File: config.mk
export PLATFORM = sky130hd
export DESIGN_NAME = arb_rr_mux4
export DESIGN_NICKNAME = d
export VERILOG_FILES = /design/src/rtl/arb_rr_mux4.sv
export SDC_FILE = /design/constraint.sdc
export NUM_CORES = 1
export LEC_CHECK = 0
export CORE_MARGIN = 2
export CORE_UTILIZATION = 40
export DETAILED_ROUTE_END_ITERATION = 12
export GPL_TIMING_DRIVEN = 0
export MAX_ROUTING_LAYER = met4
export PLACE_DENSITY_LB_ADDON = 0.2
export SLEW_MARGIN = 20
export SYNTH_ARGS = -nofsm -noshare
export SYNTH_HDL_FRONTEND = slang
export SYNTH_SLANG_ARGS = --single-unit
File: constraint.sdc
create_clock -name clk -period 2.1 [get_ports clk]
set_input_delay 0.42 -clock clk [delete_from_list [all_inputs] [get_ports clk]]
set_output_delay 0.42 -clock clk [all_outputs]
set_load 0.02 [all_outputs]
File: src/rtl/arb_rr_mux4.sv
// Round-robin arbiter for four requesters sharing a 4:1 one-bit mux.
// Drives the mux select from the current owner and revokes grants held too long under contention.
module arb_rr_mux4 #(
    parameter int unsigned MAX_HOLD = 8
) (
    input  logic       clk,
    input  logic       rst,
    input  logic [3:0] req,
    input  logic [3:0] d,
    output logic [3:0] gnt,
    output logic       s1,
    output logic       s0,
    output logic       valid,
    output logic       f,
    output logic       preempt
);

    localparam int unsigned CNT_W = $clog2(MAX_HOLD + 1);
    localparam logic [CNT_W-1:0] HOLD_LAST = CNT_W'(MAX_HOLD - 1);
    localparam logic [CNT_W-1:0] HOLD_MAX  = CNT_W'(MAX_HOLD);

    typedef enum logic {
        IDLE = 1'b0,
        BUSY = 1'b1
    } state_e;

    state_e           state_q, state_d;
    logic [3:0]       gnt_q, gnt_d;
    logic [1:0]       sel_q, sel_d;
    logic [1:0]       ptr_q, ptr_d;
    logic [CNT_W-1:0] cnt_q, cnt_d;
    logic             valid_q, valid_d;
    logic             preempt_q, preempt_d;

    logic             found_all, found_oth;
    logic [1:0]       win_all, win_oth;

    // Search ptr+1, ptr+2, ptr+3, then ptr; the "other" search skips ptr itself.
    always_comb begin
        found_all = 1'b0;
        found_oth = 1'b0;
        win_all   = ptr_q;
        win_oth   = ptr_q;
        for (int i = 1; i <= 4; i++) begin
            if (!found_all && req[ptr_q + 2'(i)]) begin
                found_all = 1'b1;
                win_all   = ptr_q + 2'(i);
            end
            if (i < 4 && !found_oth && req[ptr_q + 2'(i)]) begin
                found_oth = 1'b1;
                win_oth   = ptr_q + 2'(i);
            end
        end
    end

    // Next-state and registered-output logic.
    always_comb begin
        state_d   = state_q;
        gnt_d     = gnt_q;
        sel_d     = sel_q;
        ptr_d     = ptr_q;
        cnt_d     = cnt_q;
        valid_d   = valid_q;
        preempt_d = 1'b0;

        case (state_q)
            IDLE: begin
                if (found_all) begin
                    state_d = BUSY;
                    gnt_d   = 4'(1) << win_all;
                    sel_d   = win_all;
                    ptr_d   = win_all;
                    cnt_d   = '0;
                    valid_d = 1'b1;
                end
            end
            BUSY: begin
                // In BUSY ptr_q equals the owner, so the "other" search excludes it.
                if (!req[sel_q]) begin
                    if (found_oth) begin
                        gnt_d = 4'(1) << win_oth;
                        sel_d = win_oth;
                        ptr_d = win_oth;
                        cnt_d = '0;
                    end else begin
                        state_d = IDLE;
                        gnt_d   = '0;
                        valid_d = 1'b0;
                    end
                end else if (cnt_q >= HOLD_LAST && found_oth) begin
                    gnt_d     = 4'(1) << win_oth;
                    sel_d     = win_oth;
                    ptr_d     = win_oth;
                    cnt_d     = '0;
                    preempt_d = 1'b1;
                end else if (cnt_q != HOLD_MAX) begin
                    cnt_d = cnt_q + CNT_W'(1);
                end
            end
            default: begin
                state_d = IDLE;
                gnt_d   = '0;
                valid_d = 1'b0;
            end
        endcase
    end

    always_ff @(posedge clk) begin
        if (rst) begin
            state_q   <= IDLE;
            gnt_q     <= '0;
            sel_q     <= '0;
            ptr_q     <= 2'd3;
            cnt_q     <= '0;
            valid_q   <= 1'b0;
            preempt_q <= 1'b0;
        end else begin
            state_q   <= state_d;
            gnt_q     <= gnt_d;
            sel_q     <= sel_d;
            ptr_q     <= ptr_d;
            cnt_q     <= cnt_d;
            valid_q   <= valid_d;
            preempt_q <= preempt_d;
        end
    end

    assign gnt     = gnt_q;
    assign s1      = sel_q[1];
    assign s0      = sel_q[0];
    assign valid   = valid_q;
    assign preempt = preempt_q;
    // Data path is purely combinational; only the select is registered.
    assign f       = valid_q & d[sel_q];

endmodule

==> metrics.yaml <==
pwr:
  power_frac_comb_pct: 35.7
  pwr-share-clk_pct: 21.1
  intPower_uw: 522
  leakage_nw: 0.462
  peakVddDrop_v: 0.000427
  switching_share_pct: 34.1
  p_switching_uw: 270
  power_density_nw_per_um2: 667
  p_seq_share_pct: 43.2
  total_power_uw: 792
grt:
  grt.total_usage_pct: 20.0
  grt_pass1_wl_mm: 3.84
  grt_max_degree: 11
  overflow: 0
  grt_pass1_vias: 861
  antenna_found_initial: 0
floorplan:
  die_w_microns: 51.7
  row_count: 17
  die_h_microns: 51.7
  die-area_sq_um: 2670
  start_util_pct: 41.9
  coreArea_sq_um: 2170
  ioPinCount: 19
place:
  place_congestion: 0.880
  dp_hpwl_mm: 1.69
  place_ws_ns: -0.560
  dpl.cell_count: 152
  portBuffers: 18
cts:
  cts_hold_buf: 0
  cts_sinks: 15
  clk-insertion-delay-late_ns: 0.28
  cts_tree: "built"
  cts-root-buf: "clkbuf_4"
  htreeDepth: 1
  numCtsBuffers: 3
  cts_buffer_depth: 2
  clkTransAtPathRegs_ns: 0.09
layout:
  drive_gt1_share_pct: 16.3
  post-route-util_pct: 54.7
  stdcell_count: 157
  area_delta_synth_final_pct: 30.7
  nets: 142
  num_antenna_cells: 0
run:
  drv_cap: 0
synthesis:
  synthFlopType: "dfxtp_1"
  async_reset_ff_share_pct: 0
  synth_cell_types: 36
  yosys.area.top_type: "dfxtp_1"
  netlist_area_sq_um: 908
  synthCells: 106
  yosysSeqAreaShare_pct: 33.1
  synth_area_leaders: "dfxtp_1 33%, a21oi_1 5.5%, mux4_2 5.0%"
  synth.avg_cell_area_sq_um: 8.57
  ys_seq_elements: 15
  synth_edf_count: 0
  synthesis.nets: 118
  yosys_warnings: 0
  netlist.area_leader.share_pct: 33.1
timing:
  hold_viol_final: 0
  setup_viol: 0
  rsz0062_at_grt: "yes"
  hold_ws_ns: 0.464
  finalCriticalPeriod_ns: 2.05
  slew_headroom_pct: 69.2
  max_freq_mhz: 488
  slew_viol_final: 0
  tightest_slew_ns: 0.457
  setup_slack_ns: 0.0505
  finalCritPeriodShare_pct: 97.6
  finClkSkew_ns: 0.000790
routing:
  drt_wl_total_mm: 2.19
  vias: 920
  wl_per_cell_microns: 14.0
  vias_per_cell: 5.86
  ant_nets: 0
  drc: 0
  firstDrtPassIters: 4
  drtIter0Drc: 12
setup_path:
  reg2reg_depth: 6
  worstPathArrival_ns: 2.27
  endpoint_kind: "flip-flop"
  cp_max_fo: 7
  required_ns: 2.32
  path_class: "primary input to flip-flop"
  reg2reg_slack_ns: 0.08
  cp-start-kind: "primary input"
min_path:
  hold_class: "flip-flop to flip-flop"
  min_path_cells: 2
outcome:
  status: "completed"
-- placed cells by master, fill, tap and decap left out, types with 2 or more instances in the layout --
cell type,n
a211o_1,2
a21oi_1,10
and2_1,3
buf_2,2
buf_4,2
clkbuf_4,3
clkdlybuf4s50_1,13
dfxtp_1,14
dlygate4sd2_1,3
ha_1,2
inv_1,7
mux2i_1,4
mux4_2,2
nand2_1,8
nand3_1,6
nor2_1,5
nor2b_1,2
nor3_1,3
o21ai_0,4
o21ai_1,3
o31ai_1,2
or4_1,4
or4b_1,2
-- registers in the layout, indices dropped and copies added, names as in the netlist --
| register | cells |
|---|---|
| gnt | 4 |
| cnt_q | 4 |
| ptr_q | 2 |
| sel_q | 2 |
| preempt | 1 |
| state_q | 1 |
| valid | 1 |
-- critical path, cell delays in order --
cell and delay [ns]:
dlygate4sd2_1 0.31, nor2b_1 0.20, or4b_4 0.58, a31oi_4 0.21
or4b_1 0.44, a21oi_1 0.12
-- worst paths after layout --
kind | from | endpoint
hold / removal | gnt[2]$_SDFFE_PP0P_ | gnt[2]$_SDFFE_PP0P_
setup reg to reg | ptr_q[1]$_SDFFE_PP1P_ | cnt_q[0]$_SDFFE_PP0P_
hold reg to reg | gnt[2]$_SDFFE_PP0P_ | gnt[2]$_SDFFE_PP0P_
setup / recovery | req[3] | cnt_q[0]$_SDFFE_PP0P_
-- power groups by stage --
stage	Combinational (mW)	Sequential (mW)	Clock [mW]
floorplan	0.152	0.366	0
global placement	0.266	0.346	0
detailed placement	0.270	0.347	0
CTS	0.283	0.342	0.171
global route	0.307	0.348	0.183
finish	0.283	0.342	0.167
-- Yosys cell counts (2+ instances only) --
cell	count
inv_1	7
a21oi_1	10
nor2_1	5
o21ai_0	4
or4_1	4
ha_1	2
nor2b_1	2
dfxtp_1	15
nand2_1	8
nor3_1	4
a211o_1	2
o21ai_1	3
clkbuf_1	2
nand3_1	6
mux4_2	2
mux2i_1	4
and2_1	3
o31ai_1	3
or4b_1	3
-- repair_timing --
item	4_1_cts	5_1_grt
pin swaps	1	0
endpoints found under the setup margin	13	5
buffers inserted	2	0
resized for setup	13	5
-- metrics by stage --
step           area (sq um)  TNS [ns]
6_report               1190         0
5_1_grt                1190  -0.00642
4_1_cts                1190         0
3_5_place_dp           1120     -6.07
3_3_place_gp           1120     -5.78
2_1_floorplan           908         0
-- metal layers --
layer	up-vias	track usage (%)	routed length, microns
li1	453	-	-
met1	444	24.4	1000
met2	18	32.9	1100
met3	5	3.45	55
met4	0	8.33	33
met5	-	-	0
-- logic make-up (layout without fill, tap and decap cells) --
group / count (synthesis) / count (layout) / share of synthesized area (%)
AOI/OAI and AO/OA: 31 / 31 / 23.6
adders and majority gates: 2 / 2 / 2.75
buffers and inverters: 10 / 33 / 4.27
DFF: 15 / 15 / 33.1
muxes: 6 / 6 / 9.37
and+or+nand+nor: 42 / 42 / 27.0
-- final cells by class --
class / count / area (sq um)
buffer: 2 / 8.76
clock buffer: 3 / 22.5
clock inverter: 1 / 5.00
fill: 221 / 982
inverter: 7 / 26.3
multi-input combinational: 81 / 607
sequential: 15 / 302
tap: 28 / 35.0
timing repair buffer: 20 / 181
Power figures use the tool's default switching activity.
